<file path="src/rtl/video_pkg.sv">
// Shared types and widths for the video AXI-Stream sink.
package video_pkg;

    localparam int XW    = 13;
    localparam int YW    = 13;
    localparam int STATW = 16;
    localparam int SUMW  = 32;

    typedef enum logic {
        WAIT_SOF = 1'b0,
        ACTIVE   = 1'b1
    } state_t;

    function automatic logic [STATW-1:0] sat_inc(input logic [STATW-1:0] v);
        return (&v) ? v : v + STATW'(1);
    endfunction

endpackage

</file>
<file path="src/rtl/video_sink_sum.sv">
// Per-frame tdata checksum; only compiled when VIDEO_SINK_CHECKSUM_EN is defined.
`ifdef VIDEO_SINK_CHECKSUM_EN
module video_sink_sum
    import video_pkg::*;
#(
    parameter int DATAW = 32
) (
    input  logic             clk,
    input  logic             rst_n,
    input  logic [DATAW-1:0] data,
    input  logic             start,
    input  logic             add,
    input  logic             done,
    input  logic             discard,
    output logic [SUMW-1:0]  frame_sum
);

    logic [SUMW-1:0] acc;
    logic [SUMW-1:0] beat;

    assign beat = SUMW'(data);

    // The final beat is folded in directly so frame_sum is valid alongside frame_done.
    always_ff @(posedge clk or negedge rst_n) begin
        if (!rst_n) begin
            acc       <= '0;
            frame_sum <= '0;
        end else if (start) begin
            acc <= beat;
        end else if (done) begin
            frame_sum <= acc + beat;
            acc       <= '0;
        end else if (discard) begin
            acc <= '0;
        end else if (add) begin
            acc <= acc + beat;
        end
    end

endmodule
`endif

</file>
<file path="src/rtl/video_axis_sink.sv">
// AXI-Stream video sink: frame/line framing checker with sticky errors and statistics.
// Optional checksum accumulator enabled by defining VIDEO_SINK_CHECKSUM_EN.
module video_axis_sink
    import video_pkg::*;
#(
    parameter int DATAW = 32,
    parameter int SCRW  = 1280,
    parameter int SCRH  = 720
) (
    input  logic               clk,
    input  logic               rst,
    input  logic               en,
    input  logic               clr_err,
    input  logic [DATAW-1:0]   s_axis_tdata,
    input  logic               s_axis_tvalid,
    output logic               s_axis_tready,
    input  logic               s_axis_tuser,
    input  logic               s_axis_tlast,
    input  logic [DATAW/8-1:0] s_axis_tkeep,
    output logic               frame_done,
    output logic [STATW-1:0]   frame_cnt,
    output logic               locked,
    output logic               sof_err,
    output logic               eol_early_err,
    output logic               eol_late_err,
    output logic [STATW-1:0]   err_cnt,
    output logic [SUMW-1:0]    frame_sum
);

    // NOTE: assertion stays asynchronous; only the release is retimed to clk.
    logic [1:0] rst_sync;
    logic       rst_n;

    always_ff @(posedge clk or negedge rst) begin
        if (!rst) rst_sync <= '0;
        else      rst_sync <= {rst_sync[0], 1'b1};
    end
    assign rst_n = rst_sync[1];

    state_t          state, state_nxt;
    logic [XW-1:0]   x, x_nxt;
    logic [YW-1:0]   y, y_nxt;
    logic            accept, x_last, y_last, frame_clean;
    logic            start_ev, done_ev, sof_ev, early_ev, late_ev, err_ev;

    assign accept = s_axis_tvalid & s_axis_tready;
    assign x_last = (x == XW'(SCRW - 1));
    assign y_last = (y == YW'(SCRH - 1));
    assign err_ev = sof_ev | early_ev | late_ev;

    // NOTE: every output gets a default first, so no path leaves a latch behind.
    always_comb begin
        state_nxt = state;
        x_nxt     = x;
        y_nxt     = y;
        start_ev  = 1'b0;
        done_ev   = 1'b0;
        sof_ev    = 1'b0;
        early_ev  = 1'b0;
        late_ev   = 1'b0;
        if (accept) begin
            case (state)
                WAIT_SOF: if (s_axis_tuser) begin
                    start_ev  = 1'b1;
                    x_nxt     = XW'(1);
                    y_nxt     = '0;
                    state_nxt = ACTIVE;
                end
                ACTIVE: if (s_axis_tuser) begin
                    sof_ev   = 1'b1;
                    start_ev = 1'b1;
                    x_nxt    = XW'(1);
                    y_nxt    = '0;
                end else if (x_last && s_axis_tlast) begin
                    x_nxt = '0;
                    if (y_last) begin
                        done_ev   = 1'b1;
                        y_nxt     = '0;
                        state_nxt = WAIT_SOF;
                    end else begin
                        y_nxt = y + YW'(1);
                    end
                end else if (x_last || s_axis_tlast) begin
                    early_ev  = s_axis_tlast;
                    late_ev   = x_last;
                    x_nxt     = '0;
                    y_nxt     = '0;
                    state_nxt = WAIT_SOF;
                end else begin
                    x_nxt = x + XW'(1);
                end
                default: state_nxt = WAIT_SOF;
            endcase
        end
    end

    // NOTE: state registers use non-blocking assignments only.
    always_ff @(posedge clk or negedge rst_n) begin
        if (!rst_n) begin
            state         <= WAIT_SOF;
            x             <= '0;
            y             <= '0;
            s_axis_tready <= 1'b0;
            frame_done    <= 1'b0;
            frame_cnt     <= '0;
            frame_clean   <= 1'b0;
            locked        <= 1'b0;
            sof_err       <= 1'b0;
            eol_early_err <= 1'b0;
            eol_late_err  <= 1'b0;
            err_cnt       <= '0;
        end else begin
            state         <= state_nxt;
            x             <= x_nxt;
            y             <= y_nxt;
            s_axis_tready <= en;
            frame_done    <= done_ev;
            frame_cnt     <= frame_cnt + STATW'(done_ev);
            if (start_ev) frame_clean <= ~sof_ev;
            if (err_ev)                      locked <= 1'b0;
            else if (done_ev && frame_clean) locked <= 1'b1;
            // An error coinciding with clr_err wins over the clear.
            sof_err       <= (sof_err & ~clr_err) | sof_ev;
            eol_early_err <= (eol_early_err & ~clr_err) | early_ev;
            eol_late_err  <= (eol_late_err & ~clr_err) | late_ev;
            if (clr_err)     err_cnt <= err_ev ? STATW'(1) : '0;
            else if (err_ev) err_cnt <= sat_inc(err_cnt);
        end
    end

    logic unused_inputs;

`ifdef VIDEO_SINK_CHECKSUM_EN
    video_sink_sum #(.DATAW(DATAW)) u_sum (
        .clk       (clk),
        .rst_n     (rst_n),
        .data      (s_axis_tdata),
        .start     (start_ev),
        .add       (accept && state == ACTIVE),
        .done      (done_ev),
        .discard   (early_ev | late_ev),
        .frame_sum (frame_sum)
    );
    assign unused_inputs = ^s_axis_tkeep;
`else
    assign frame_sum     = '0;
    assign unused_inputs = ^{s_axis_tkeep, s_axis_tdata};
`endif

endmodule

</file>
<file path="config.mk">
export PLATFORM = sky130hd
export DESIGN_NAME = video_axis_sink
export DESIGN_NICKNAME = d
export VERILOG_FILES = /design/src/rtl/video_pkg.sv /design/src/rtl/video_sink_sum.sv /design/src/rtl/video_axis_sink.sv
export SDC_FILE = /design/constraint.sdc
export NUM_CORES = 1
export LEC_CHECK = 0
export ABC_CLOCK_PERIOD_IN_PS = 2000
export BUFFER_PORTS_ARGS = -buffer_cell sky130_fd_sc_hd__buf_2
export CELL_PAD_IN_SITES_DETAIL_PLACEMENT = 0
export CELL_PAD_IN_SITES_GLOBAL_PLACEMENT = 1
export CORE_ASPECT_RATIO = 2
export CORE_UTILIZATION = 25
export CTS_CLUSTER_SIZE = 12
export DETAILED_ROUTE_END_ITERATION = 7
export PLACE_DENSITY = 0.66
export RECOVER_POWER = 100
export SLEW_MARGIN = 20
export SYNTH_ARGS = -nofsm -noshare
export SYNTH_HDL_FRONTEND = slang
export SYNTH_SLANG_ARGS = --single-unit
</file>
<file path="constraint.sdc">
create_clock -name clk -period 2 [get_ports clk]
set_input_delay 0.2 -clock clk [delete_from_list [all_inputs] [get_ports clk]]
set_output_delay 0.2 -clock clk [all_outputs]
set_load 0.01 [all_outputs]
</file>
== After elaboration in Yosys (flattened, before gate mapping) ==
Index checks and enable logic that the tools add are counted.
Operators by class
  mux-type cells: 41
  add/subtract/negate cells: 4
  reductions and logical operators: 9
  bitwise gates (word level): 12
  equal/unequal tests: 5
Operators by type and width (number)
  $mux 13: 9
  $pmux 13 s2: 2
  $mux 16: 3
  $add 13x1->13 const B: 2
  $mux 1: 26
  $add 16x1->16: 1
  $add 16x1->16 const B: 1
  $reduce_and 16->1: 1
  $eq 13x10->1 const B: 1
  $eq 13x11->1 const B: 1
  $or 1x1->1: 5
  $and 1x1->1: 4
  $ne 2x2->1 const B: 2
  $ne 4x2->1 const B: 1
  $reduce_and 2->1: 2
  $reduce_bool 2->1: 2
  $not 1->1: 3
  $reduce_and 3->1: 1
  $logic_and 1x1->1: 2
  $pmux 1 s2: 1
  $logic_or 1x1->1: 1
Storage, ports and cells
  bits in registers: 68
  word-level logic and storage cells: 84

== Longest topological paths before layout ==
Gate-level depths: netlist of run 1.
  depth after elaboration: 11
  mapped depth: 10
  depth with buffers taken out: 9

== Worst setup path after synthesis of run 1 ==
No wires, ideal clock.
  path kind: flip-flop to flip-flop
  start point: register x[9]
  end point: register frame_cnt[8]
  arrival time: 2.579 ns
  setup time: 0.126 ns
  data required time: 1.874 ns
  slack: -0.705 ns
  stages on the path, launching flop included: 10
  cell sequence: dfrtp_1 > or4b_4 > or3_1 > buf_4 > nor4_2 > ha_1 > ha_1 > and3_1 > nand2_1 > xnor2_1
On the way
  cells in the longest elaborated chain, start to end: 7
Ends and longest elaborated chain
  start, declared: line video_axis_sink.sv:41  | logic [XW-1:0] x, x_nxt;
  start signal, assigned: line video_axis_sink.sv:114  | x <= x_nxt;
  $eq 13x11->1: line video_axis_sink.sv:47  | assign x_last = (x == XW'(SCRW - 1));
  $logic_and 1x1->1: line video_axis_sink.sv:74  | end else if (x_last && s_axis_tlast) begin
  $mux 1: line video_axis_sink.sv:74
  $mux 1: line video_axis_sink.sv:69  | ACTIVE: if (s_axis_tuser) begin
  $mux 1: line video_axis_sink.sv:62  | case (state)
  $mux 1: line video_axis_sink.sv:61  | if (accept) begin
  net done_ev: line video_axis_sink.sv:44  | logic start_ev, done_ev, sof_ev, early_ev, late_ev, err_ev;
  $add 16x1->16: line video_axis_sink.sv:118  | frame_cnt <= frame_cnt + STATW'(done_ev);
  end signal, assigned: line video_axis_sink.sv:118
  end, declared: line video_axis_sink.sv:21  | output logic [STATW-1:0] frame_cnt,
The timed path passes the listed nets, and every way through them passes these cells.
A chain may end at the register's enable or synchronous reset.

== Worst setup path after layout of run 1 ==
  start point: register x[12]
  end point: register err_cnt[2]
On the way
  cells in the longest elaborated chain, start to end: 11
  elaborated cells on any way between the ends: 17
Ends and longest elaborated chain
  $eq 13x11->1 (*): line video_axis_sink.sv:47
  $logic_or 1x1->1: line video_axis_sink.sv:83  | end else if (x_last || s_axis_tlast) begin
  $mux 1: line video_axis_sink.sv:83
  $mux 1: line video_axis_sink.sv:74
  $mux 1: line video_axis_sink.sv:69
  $mux 1: line video_axis_sink.sv:62
  $mux 1: line video_axis_sink.sv:61
  $or 1x1->1: line video_axis_sink.sv:49  | assign err_ev = sof_ev | early_ev | late_ev;
  $or 1x1->1 (*): line video_axis_sink.sv:49
  $reduce_bool 2->1 (no source line) (*)
  $reduce_and 2->1 (no source line) (*)
  end signal, assigned: line video_axis_sink.sv:126  | if (clr_err) err_cnt <= err_ev ? STATW'(1) : '0;
  end signal, assigned: line video_axis_sink.sv:127  | else if (err_ev) err_cnt <= sat_inc(err_cnt);
  end, declared: line video_axis_sink.sv:26  | output logic [STATW-1:0] err_cnt,
Mark *: on every way between the ends. The rest lies on a longest branch, timed or not.

==> flow_metrics.py, run 1 <==
metrics = {
    "timing": {
        "rsz_0062_raised_after_global_routing": "yes",
        "timing_max_transition_violations_final": 0,
        "finalWorstPathRequiredPeriod_ns": 2.36,
        "worst_clock_skew_ns": 0.0108,
        "postLayoutSetupSlackWorst_ns": -0.364,
        "slew_headroom_pct": 37.3,
        "max_slew.worst_pin.slew_ns": 0.941,
        "setup-violations-final": 57,
        "final.setup.tns_ns": -12.45,
        "max_clock_freq_mhz": 423,
        "period_share_pct": 118,
        "holdWs_ns": 0.136,
        "final_hold_viol_count": 0,
    },
    "critical_path": {
        "timing.critical_path.slowest_stage_cell": "sky130_fd_sc_hd__or4b_4",
        "critical_path.endpoint_type": "register",
        "timing.critical_path.arrival_ns": 2.63,
        "timing_worst_setup_path_type": "reg -> reg",
        "start_kind": "register",
        "cp.buffers_inverters": 4,
        "timing.critical_path.cells": "or4b_4, buf_4, buf_6, a21oi_4, buf_12, nand3_4, buf_6, or3_4, a21oi_2",
        "critical-path-top-cell-by-count": "sky130_fd_sc_hd__buf_6",
        "crit_required_ns": 2.26,
        "critical_path.top_delay_family": "simple AND/OR/NAND/NOR gates",
        "cp_max_fo": 4,
        "timing.critical_path.slowest_cell_delay_ns": 0.54,
    },
    "worst_hold_path": {
        "min_path_type": "in -> reg",
    },
    "grt": {
        "global_route_wire_length_before_repair_microns": 18100,
        "antenna_found_initial": 0,
        "track_usage_pct": 15.5,
        "largest_net_degree_at_the_start_of_global_routing": 67,
        "grt_pass1_vias": 3663,
        "globalRoute.totalOverflow": 0,
    },
    "cts": {
        "htreeDepth": 3,
        "numClockSinks": 68,
        "insertion_delay_ns": 0.34,
        "clk_root_buffer_cell": "sky130_fd_sc_hd__clkbuf_16",
        "cts-buffers-inserted": 9,
        "clk_transition_reported_paths_ns": 0.06,
        "cts-root-to-sink-buffers": 2,
        "tritoncts": "done",
    },
    "place": {
        "place.gp.congestion": 0.863,
        "dpl.hpwl_microns": 7730,
        "placement.io_buffers": 44,
    },
    "die": {
        "core_area_sq_um": 14400,
        "i_o_pin_count": 113,
        "die_outline_area_sq_um": 15400,
        "floorplan.die.height_microns": 175,
        "fp.dieW_microns": 88.4,
        "initial_utilization_pct": 25.8,
        "std_cell_rows": 62,
    },
    "logic_synthesis": {
        "synth_edf_count": 0,
        "synth_cells": 393,
        "synth_commonest_cells": "sky130_fd_sc_hd__dfrtp_1, sky130_fd_sc_hd__buf_4, sky130_fd_sc_hd__nor2_1, sky130_fd_sc_hd__nand2_1, sky130_fd_sc_hd__nand3_1",
        "proportion_of_synthesized_flip_flops_having_asynchronous_set_or_reset_pct": 100,
        "yosys.area.top_type_share_pct": 45.6,
        "syn_avg_cell_area_sq_um": 9.49,
        "synth_seq_cells": 68,
        "cell_area_after_technology_mapping_sq_um": 3730,
        "synth_ff_type": "sky130_fd_sc_hd__dfrtp_1",
        "post_synth_main_area_contributors": "sky130_fd_sc_hd__dfrtp_1, sky130_fd_sc_hd__buf_4, sky130_fd_sc_hd__nand3_1",
        "synth_largest_area_cell": "sky130_fd_sc_hd__dfrtp_1",
        "yosys_warnings": 0,
        "synthMostInstantiatedCell": "sky130_fd_sc_hd__dfrtp_1",
        "netlist-cell-type-count": 53,
        "synth_seq_area_share_pct": 45.6,
    },
    "detailed_routing": {
        "drt_pre_antenna_iters": 4,
        "detail_route.vias_per_cell": 4.91,
        "route.detailed.wl_per_inst_microns": 15.8,
        "route.final.wire_length_microns": 11400,
        "vias_after_detailed_routing": 3552,
        "drtIter0Drc": 168,
        "detail_route.drc_violations": 0,
        "drtAntennaViolNets": 0,
    },
    "pwr": {
        "power.total_mw": 3.24,
        "p_per_area_nw_per_um2": 595,
        "static-leakage-power_nw": 2.36,
        "vdd_drop_max_v": 0.000392,
    },
    "final_layout": {
        "finalNetCount": 575,
        "insertedDiodeCount": 0,
        "syn2layout_area_growth_pct": 45.9,
        "fraction_of_layout_cells_with_a_size_suffix_above_1_pct": 35.0,
        "fillerInstances": 1469,
    },
    "outcome": {
        "status": "finished, violations left",
        "failed_checks": "negative setup slack",
    },
    "flow_run": {
        "cap_viol_max_count": 0,
    },
}
path summary, 6_finish.rpt:
kind | start | cells after the start | slack, ns | end
worst max-delay path | x[12] | 9 | -0.36 | err_cnt[2]
worst min-delay path | s_axis_tuser | 3 | 0.14 | sof_err
worst max register to register | x[12] | 9 | -0.36 | err_cnt[2]
worst min register to register | rst_sync[0] | 0 | 0.35 | rst_sync[1]
max in group asynchronous | rst_sync[1] | 1 | 0.89 | x[12]
min in group asynchronous | rst | 2 | 0.19 | rst_sync[0]
kinds of logic after synthesis:
| group | count (synthesis) | synth area share (%) |
|---|---|---|
| simple gates | 171 | 25.6 |
| compound gates | 71 | 12.1 |
| flops | 68 | 45.6 |
| buf+inv | 51 | 8.89 |
| xor+xnor | 24 | 5.64 |
| fa+ha+maj | 5 | 1.68 |
| other cells | 2 | 0.201 |
| mux | 1 | 0.302 |
power breakdown:
part / internal [mW] / leakage [nW] / switching [mW]
clock network: 0.853 / 0.133 / 0.656
registers: 1.41 / 0.933 / 0.0232
logic: 0.105 / 1.29 / 0.193
area by class of cell:
| class | count | area [sq um] | share of cell area [%] |
|---|---|---|---|
| multi-input combinational | 308 | 2290 | 42.0 |
| sequential | 68 | 1700 | 31.3 |
| timing repair buffer | 131 | 895 | 16.4 |
| tap | 192 | 240 | 4.41 |
| clock buffer | 9 | 225 | 4.14 |
| clock inverter | 7 | 58.8 | 1.08 |
| inverter | 9 | 33.8 | 0.621 |
stage by stage:
step / std cells / instance area (sq um) / worst slack (ns) / utilization, %
CTS: 721 / 5280 / -0.373 / 36.6
floorplan: 424 / 3900 / -0.565 / -
detailed placement: 682 / 4550 / -0.584 / 31.5
global placement: 682 / 4550 / -0.527 / 31.5
finish: 724 / 5440 / -0.364 / 37.7
global route: 724 / 5440 / -0.451 / 37.7
per-layer routing:
layer  vias to the layer above  part of all wire [%]  global-route usage (%)
li1                       1642                     -                       -
met1                      1759                    34                    15.6
met2                       116                    57                    28.5
met3                        35                   3.9                    2.74
met4                         0                   4.6                    9.41
met5                         -                     0                       0
layout by cell type, fill, tap and decap left out, types with 4 or more instances in the layout:
master	n
sky130_fd_sc_hd__buf_4	60
sky130_fd_sc_hd__xnor2_1	9
sky130_fd_sc_hd__nand4_1	12
sky130_fd_sc_hd__nand2_1	24
sky130_fd_sc_hd__clkbuf_1	38
sky130_fd_sc_hd__buf_6	17
sky130_fd_sc_hd__a21oi_1	5
sky130_fd_sc_hd__or4_4	4
sky130_fd_sc_hd__a22o_1	5
sky130_fd_sc_hd__a21oi_2	12
sky130_fd_sc_hd__nand3_4	4
sky130_fd_sc_hd__nor2_4	5
sky130_fd_sc_hd__nor3_1	7
sky130_fd_sc_hd__nor2_1	27
sky130_fd_sc_hd__nand3_2	4
sky130_fd_sc_hd__inv_1	9
sky130_fd_sc_hd__o21ai_1	6
sky130_fd_sc_hd__or3_4	4
sky130_fd_sc_hd__o21ai_0	10
sky130_fd_sc_hd__xor2_1	13
sky130_fd_sc_hd__or3_1	5
sky130_fd_sc_hd__dfrtp_1	67
sky130_fd_sc_hd__and3_1	8
sky130_fd_sc_hd__buf_2	11
sky130_fd_sc_hd__clkbuf_16	9
sky130_fd_sc_hd__nand2b_1	6
sky130_fd_sc_hd__nand3_1	22
sky130_fd_sc_hd__o21ai_2	6
sky130_fd_sc_hd__o31ai_2	6
sky130_fd_sc_hd__nor4_4	5
sky130_fd_sc_hd__or4_1	6
sky130_fd_sc_hd__conb_1	33
sequential cells by signal, summed over array words and instances (netlist names):
register,flops
eol_late_err,1
sof_err,1
frame_clean,1
state,1
rst_sync,2
x,13
s_axis_tready,1
err_cnt,16
frame_done,1
y,13
eol_early_err,1
frame_cnt,16
locked,1
worst reg2reg max path, stage by stage, from the launching register on:
cell	delay (ns)
sky130_fd_sc_hd__dfrtp_1	0.38
sky130_fd_sc_hd__or4b_4	0.54
sky130_fd_sc_hd__buf_4	0.15
sky130_fd_sc_hd__buf_6	0.12
sky130_fd_sc_hd__a21oi_4	0.20
sky130_fd_sc_hd__buf_12	0.14
sky130_fd_sc_hd__nand3_4	0.11
sky130_fd_sc_hd__buf_6	0.16
sky130_fd_sc_hd__or3_4	0.36
sky130_fd_sc_hd__a21oi_2	0.13
what timing repair did:
item,4_1_cts,5_1_grt
endpoints found under the setup margin,57,59
hold buffers,2,0
buffers inserted,19,8
gates resized for setup,66,51
pin swaps,38,28
hold endpoints to repair,3,0
cloned,5,0
No activity file was read; power rests on OpenSTA's default activity.
==> inputs of run 2 (changes only) <==
CORE_MARGIN = 2   (was not set)
==> run 2 against run 1 <==
  * The flow still finishes with violations (negative setup slack)
  * Clock power rose by 24%
  * Total power up 10%
  * Worst hold slack better by 0.0042 ns
  * Utilization down 2.0 points
  * Register-to-register slack got worse by 0.05 ns
==> flow_metrics.py, run 2 (synthesis gave the netlist of run 1 again) <==
metrics = {
    "critical_path": {
        "timing.critical_path.arrival_ns": 2.67,
        "timing_worst_setup_path_type": "reg -> reg",
        "cp_max_fo": 4,
        "worstSetupStartpoint": "x[12]",
        "crit_required_ns": 2.25,
        "start_kind": "register",
        "critical_path.endpoint_type": "register",
        "r2r_slack_ns": -0.42,
        "regToRegStartpoint": "x[12]",
    },
    "place": {
        "dpl.hpwl_microns": 7630,
        "placement.io_buffers": 44,
        "place.gp.congestion": 0.869,
        "place_area_sq_um": 4550,
    },
    "outcome": {
        "failed_checks": "negative setup slack",
        "status": "finished, violations left",
    },
    "timing": {
        "final_hold_viol_count": 0,
        "timing_max_transition_violations_final": 0,
        "postLayoutSetupSlackWorst_ns": -0.415,
        "finalWorstPathRequiredPeriod_ns": 2.42,
        "max_clock_freq_mhz": 414,
        "max_slew.worst_pin.slew_ns": 0.754,
        "period_share_pct": 121,
        "rsz_0062_raised_after_global_routing": "yes",
        "holdWs_ns": 0.141,
        "slew_headroom_pct": 49.7,
        "worst_clock_skew_ns": 0.00627,
        "setup-violations-final": 41,
    },
    "die": {
        "std_cell_rows": 63,
        "floorplan.die.height_microns": 177,
        "core_area_sq_um": 14700,
        "i_o_pin_count": 113,
        "fp.dieW_microns": 90.4,
        "initial_utilization_pct": 25.3,
        "die_outline_area_sq_um": 16000,
    },
    "grt": {
        "track_usage_pct": 13.4,
        "globalRoute.totalOverflow": 0,
        "antenna_found_initial": 0,
        "grt_pass1_vias": 3455,
        "global_route_wire_length_before_repair_microns": 17000,
        "largest_net_degree_at_the_start_of_global_routing": 47,
    },
    "flow_run": {
        "cap_viol_max_count": 0,
    },
    "final_layout": {
        "mostFrequentLayoutCells": "sky130_fd_sc_hd__dfrtp_1, sky130_fd_sc_hd__buf_4, sky130_fd_sc_hd__clkbuf_1",
        "post_route_standard_cell_area_excluding_fillers_sq_um": 5260,
        "insertedDiodeCount": 0,
        "fraction_of_layout_cells_with_a_size_suffix_above_1_pct": 28.3,
        "finalNetCount": 570,
        "layout.cells.most_common": "sky130_fd_sc_hd__dfrtp_1",
        "reg_top3": "err_cnt: 16 flops, frame_cnt: 16 flops",
        "syn2layout_area_growth_pct": 41.1,
    },
    "cts": {
        "tritoncts": "done",
        "clk_root_buffer_cell": "sky130_fd_sc_hd__clkbuf_16",
        "cts-root-to-sink-buffers": 2,
        "clk_transition_reported_paths_ns": 0.06,
        "htreeDepth": 3,
        "numClockSinks": 68,
        "insertion_delay_ns": 0.33,
        "cts-buffers-inserted": 9,
    },
    "detailed_routing": {
        "drtIter0Drc": 134,
        "route.final.wire_length_microns": 10600,
        "drtAntennaViolNets": 0,
        "detail_route.drc_violations": 0,
        "route.detailed.wl_per_inst_microns": 14.6,
        "detail_route.vias_per_cell": 4.76,
        "vias_after_detailed_routing": 3437,
        "drt_pre_antenna_iters": 4,
    },
    "pwr": {
        "power.total_mw": 3.56,
        "static-leakage-power_nw": 2.32,
        "vdd_drop_max_v": 0.000395,
        "p_per_area_nw_per_um2": 677,
    },
    "worst_hold_path": {
        "hold_path_startpoint": "clr_err",
        "min_path_type": "in -> reg",
    },
}
run 2: cell count changes in the layout (fill, tap and decap cells not counted), sizes merged:
cell	delta
clkinvlp	-2
nand3	-2
bufinv	+3
inv	-2
clkinv	-2
buf	-4
clkbuf	+4
run 2: worst max-delay path, cell delays in order (launching register included):
cell,delay [ns]
sky130_fd_sc_hd__dfrtp_1,0.37
sky130_fd_sc_hd__or4b_4,0.54
sky130_fd_sc_hd__or3_4,0.36
sky130_fd_sc_hd__nor4_4,0.18
sky130_fd_sc_hd__ha_2,0.27
sky130_fd_sc_hd__nand4_1,0.20
sky130_fd_sc_hd__buf_4,0.22
sky130_fd_sc_hd__nor2_4,0.07
sky130_fd_sc_hd__xor2_1,0.14
run 2: per-layer routing:
metal	global-route usage (%)	vias up	share of wire, %
met5	0	-	0
met4	7.95	0	4.4
met3	2.17	26	3.7
met2	24.9	94	55
met1	13.9	1694	37
li1	-	1623	-
run 2: power by group:
group | total [mW] | internal [mW] | switching (mW)
clock | 1.87 | 1.28 | 0.582
sequential | 1.44 | 1.41 | 0.0309
combinational | 0.261 | 0.0924 | 0.168
run 2: per-stage QoR:
stage                     setup TNS, ns  setup slack [ns]  instances  util, %
after floorplan                   -6.66            -0.565        424        -
after global placement            -9.25            -0.442        684     30.8
after detailed placement         -11.21            -0.577        684     30.8
after CTS                         -9.48            -0.455        716     35.2
after global routing             -12.14            -0.549        722     35.7
final                             -8.45            -0.415        722     35.7
run 2: final timing paths:
path,cells after the start,endpoint
max in group asynchronous,1,err_cnt[2]
setup / recovery,8,frame_cnt[9]
hold / removal,2,err_cnt[3]
min in group asynchronous,2,rst_sync[0]
hold reg to reg,0,y[8]
setup reg to reg,8,frame_cnt[9]
run 2: cell type report:
| cell class | instances | area (sq um) |
|---|---|---|
| Fill cell | 1547 | 9480 |
| Multi-Input combinational cell | 306 | 2080 |
| Sequential cell | 68 | 1700 |
| Timing Repair Buffer | 128 | 850 |
| Clock buffer | 12 | 256 |
| Tap cell | 195 | 244 |
| Clock inverter | 4 | 95.1 |
| Inverter | 9 | 33.8 |
run 2: repair_timing:
action | in CTS | in global routing
hold endpoints to repair | 3 | 0
hold buffers | 2 | 0
gates cloned | 1 | 1
resized for setup | 40 | 25
setup endpoints to repair | 44 | 56
pin swaps | 29 | 16
buffers inserted | 13 | 6
==> inputs of run 3 (changes only) <==
ABC_AREA = 1   (was not set)
==> run 3 against run 2 <==
  * The run still ends with negative setup slack left
  * Global-route usage fell by 1.1 points
  * Area after synthesis grew 16%
  * Sequential power barely moved
  * Final cell count up 24%
  * Sequential share of layout area shrank 1.7 points
  * Count of clock-buffer cells in the layout down 3
  * Maximum frequency is 13% higher
  * Cell area grew 5.7%
  * Setup slack improved by 0.28 ns
==> flow_metrics.py, run 3 <==
metrics = {
    "grt": {
        "largest_net_degree_at_the_start_of_global_routing": 67,
        "global_route_wire_length_before_repair_microns": 18700,
        "track_usage_pct": 12.2,
        "globalRoute.totalOverflow": 0,
        "grt_pass1_vias": 3923,
        "antenna_found_initial": 0,
    },
    "logic_synthesis": {
        "syn_avg_cell_area_sq_um": 7.75,
        "dominant_combinational_cell_family_by_area_after_synthesis": "simple AND/OR/NAND/NOR gates",
        "cell_area_after_technology_mapping_sq_um": 4320,
        "synth_fa_ha_area_share_pct": 1.45,
        "yosys_warnings": 0,
        "proportion_of_synthesized_flip_flops_having_asynchronous_set_or_reset_pct": 100,
        "synthSimpleGateAreaFrac_pct": 38.4,
        "synthXorXnorAreaFrac_pct": 5.48,
        "muxShareOfSynthArea_pct": 0,
        "post_synth_main_area_contributors": "sky130_fd_sc_hd__dfrtp_1, sky130_fd_sc_hd__nand2_1, sky130_fd_sc_hd__nand3_1",
        "synth_seq_area_share_pct": 39.4,
        "synth_largest_area_cell": "sky130_fd_sc_hd__dfrtp_1",
        "netlist-cell-type-count": 40,
        "synth_cells": 557,
        "synth_seq_cells": 68,
        "synthMostInstantiatedCell": "sky130_fd_sc_hd__nand2_1",
        "fraction_of_the_mapped_netlist_area_in_compound_gates_pct": 2.78,
        "synth_ff_type": "sky130_fd_sc_hd__dfrtp_1",
        "yosys.area.top_type_share_pct": 39.4,
        "synth_commonest_cells": "sky130_fd_sc_hd__nand2_1, sky130_fd_sc_hd__dfrtp_1, sky130_fd_sc_hd__nor2_1, sky130_fd_sc_hd__nand3_1, sky130_fd_sc_hd__inv_1",
        "synth_edf_count": 0,
    },
    "die": {
        "core_area_sq_um": 17100,
        "die_outline_area_sq_um": 18400,
        "i_o_pin_count": 113,
        "floorplan.die.height_microns": 190,
        "fp.dieW_microns": 96.9,
        "std_cell_rows": 68,
        "initial_utilization_pct": 25.2,
    },
    "timing": {
        "max_slew.worst_pin.slew_ns": 0.953,
        "worst_clock_skew_ns": 0.00971,
        "final_hold_viol_count": 0,
        "postLayoutSetupSlackWorst_ns": -0.136,
        "rsz_0062_raised_after_global_routing": "yes",
        "holdWs_ns": 0.184,
        "timing_max_transition_violations_final": 0,
        "max_clock_freq_mhz": 468,
        "final.setup.tns_ns": -0.470,
        "period_share_pct": 107,
        "setup-violations-final": 8,
        "finalWorstPathRequiredPeriod_ns": 2.14,
        "slew_headroom_pct": 36.4,
    },
    "final_layout": {
        "multi_input_comb_area_sq_um": 2300,
        "insertedDiodeCount": 0,
        "layout.area.seq_sq_um": 1700,
        "finalNetCount": 729,
        "fraction_of_layout_cells_with_a_size_suffix_above_1_pct": 27.2,
        "fillerInstances": 1863,
        "final_std_cells_w_o_fill": 895,
        "syn2layout_area_growth_pct": 28.9,
        "reg_top3": "err_cnt: 16 flops, frame_cnt: 16 flops",
        "fin_util_pct": 32.5,
        "mostFrequentLayoutCells": "sky130_fd_sc_hd__nand2_1, sky130_fd_sc_hd__buf_4, sky130_fd_sc_hd__dfrtp_1",
        "layout.cells.most_common": "sky130_fd_sc_hd__nand2_1",
    },
    "outcome": {
        "status": "finished, violations left",
        "failed_checks": "negative setup slack",
    },
    "detailed_routing": {
        "route.detailed.wl_per_inst_microns": 12.3,
        "route.final.wire_length_microns": 11000,
        "top_signal_layer_used": "met4",
        "detail_route.vias_per_cell": 4.39,
        "drt_pre_antenna_iters": 4,
        "drtIter0Drc": 128,
        "routed-wl-met3_microns": 354,
        "drtAntennaViolNets": 0,
        "detail_route.drc_violations": 0,
        "drt-met1-wl_microns": 5140,
        "vias_after_detailed_routing": 3928,
        "met2_length_microns": 5410,
    },
    "cts": {
        "numClockSinks": 68,
        "tritoncts": "done",
        "cts-buffers-inserted": 9,
        "clk_root_buffer_cell": "sky130_fd_sc_hd__clkbuf_16",
        "htreeDepth": 3,
        "cts-root-to-sink-buffers": 2,
        "insertion_delay_ns": 0.33,
        "clk_transition_reported_paths_ns": 0.06,
    },
    "critical_path": {
        "critical_path.endpoint_type": "register",
        "critical_path.endpoint": "frame_cnt[10]",
        "r2r_slack_ns": -0.14,
        "endpoint_of_the_lowest_slack_register_to_register_path": "frame_cnt[10]",
        "start_kind": "register",
        "timing_worst_setup_path_type": "reg -> reg",
        "crit_required_ns": 2.25,
        "regToRegStartpoint": "y[0]",
        "timing.critical_path.arrival_ns": 2.39,
        "worstSetupStartpoint": "y[0]",
        "length_in_cells_of_the_worst_reg_to_reg_path": 13,
        "cp_max_fo": 3,
    },
    "flow_run": {
        "cap_viol_max_count": 0,
    },
    "place": {
        "post-place-cells": 864,
        "place.gp.congestion": 0.840,
        "placement.io_buffers": 44,
        "detailedPlace.worstSlack_ns": -0.241,
        "dpl.hpwl_microns": 7910,
    },
    "worst_hold_path": {
        "min_path_type": "in -> async",
    },
    "pwr": {
        "vdd_drop_max_v": 0.000361,
        "p_per_area_nw_per_um2": 572,
        "static-leakage-power_nw": 2.76,
    },
}
==> run 3: cell types whose count changed after synthesis, sizes merged, moves of 12 or more <==
| cell | delta |
|---|---|
| a21oi | -14 |
| inv | +49 |
| nand2 | +121 |
| nand3 | +42 |
| nor2 | +39 |
| o21ai | -12 |
==> run 3: power breakdown <==
| part | internal [mW] | total [mW] | switching [mW] | leakage, nW |
|---|---|---|---|---|
| Clock | 0.832 | 1.47 | 0.635 | 0.124 |
| Sequential | 1.41 | 1.43 | 0.0247 | 0.926 |
| Combinational | 0.0908 | 0.287 | 0.196 | 1.71 |
==> run 3: final cells by class <==
class	instances	share of cell area, %
clock inverters	6	0.742
repair buffers	124	14.6
inverters	58	3.96
clock buffers	9	4.05
multi-input cells	420	41.3
well taps	210	4.72
flip-flops and latches	68	30.6
==> run 3: per-layer routing <==
layer | track usage (%) | up-vias
li1 | - | 1967
met1 | 15.9 | 1888
met2 | 20.7 | 64
met3 | 2.17 | 9
met4 | 3.68 | 0
met5 | 0 | -
==> run 3: worst min path at each step <==
stage,from,endpoint,slack [ns],depth (start not counted)
detailed placement,rst,rst_sync[0],-0.01,1
global route,rst,rst_sync[0],0.20,2
global placement,rst,rst_sync[0],-0.01,1
finish,rst,rst_sync[0],0.18,2
CTS,rst,rst_sync[0],0.17,2
floorplan,rst,rst_sync[0],-0.1,0
==> run 3: metrics by stage <==
step	power, mW	area [sq um]
global placement	1.75	5150
detailed placement	1.75	5150
CTS	3.24	5540
finish	3.18	5560
global route	3.32	5560
floorplan	1.69	4480
==> run 3: logic make-up after synthesis <==
| family | Yosys count |
|---|---|
| AO/OA/AOI/OAI | 21 |
| XOR/XNOR | 27 |
| adder cells (fa/ha/maj) | 5 |
| buffers and inverters | 100 |
| flip-flops | 68 |
| other | 2 |
| AND/OR/NAND/NOR | 334 |
==> run 3: critical path, cell delays in order (launching register included) <==
cell                      delay [ns]
sky130_fd_sc_hd__dfrtp_1        0.35
sky130_fd_sc_hd__ha_2           0.19
sky130_fd_sc_hd__nand2_2        0.06
sky130_fd_sc_hd__nor2_4         0.09
sky130_fd_sc_hd__nand2_1        0.07
sky130_fd_sc_hd__nor2_2         0.11
sky130_fd_sc_hd__and3_4         0.20
sky130_fd_sc_hd__ha_4           0.15
sky130_fd_sc_hd__ha_4           0.13
sky130_fd_sc_hd__nand4_1        0.12
sky130_fd_sc_hd__nor2_2         0.18
sky130_fd_sc_hd__nand3_2        0.11
sky130_fd_sc_hd__nor2_2         0.13
sky130_fd_sc_hd__xor2_1         0.15
==> run 3: what timing repair did <==
action	CTS	global route
setup buffers	9	5
setup endpoints to repair	9	12
endpoints found under the hold margin	3	0
resized for setup	6	7
hold buffers	2	0
pin swaps	7	11
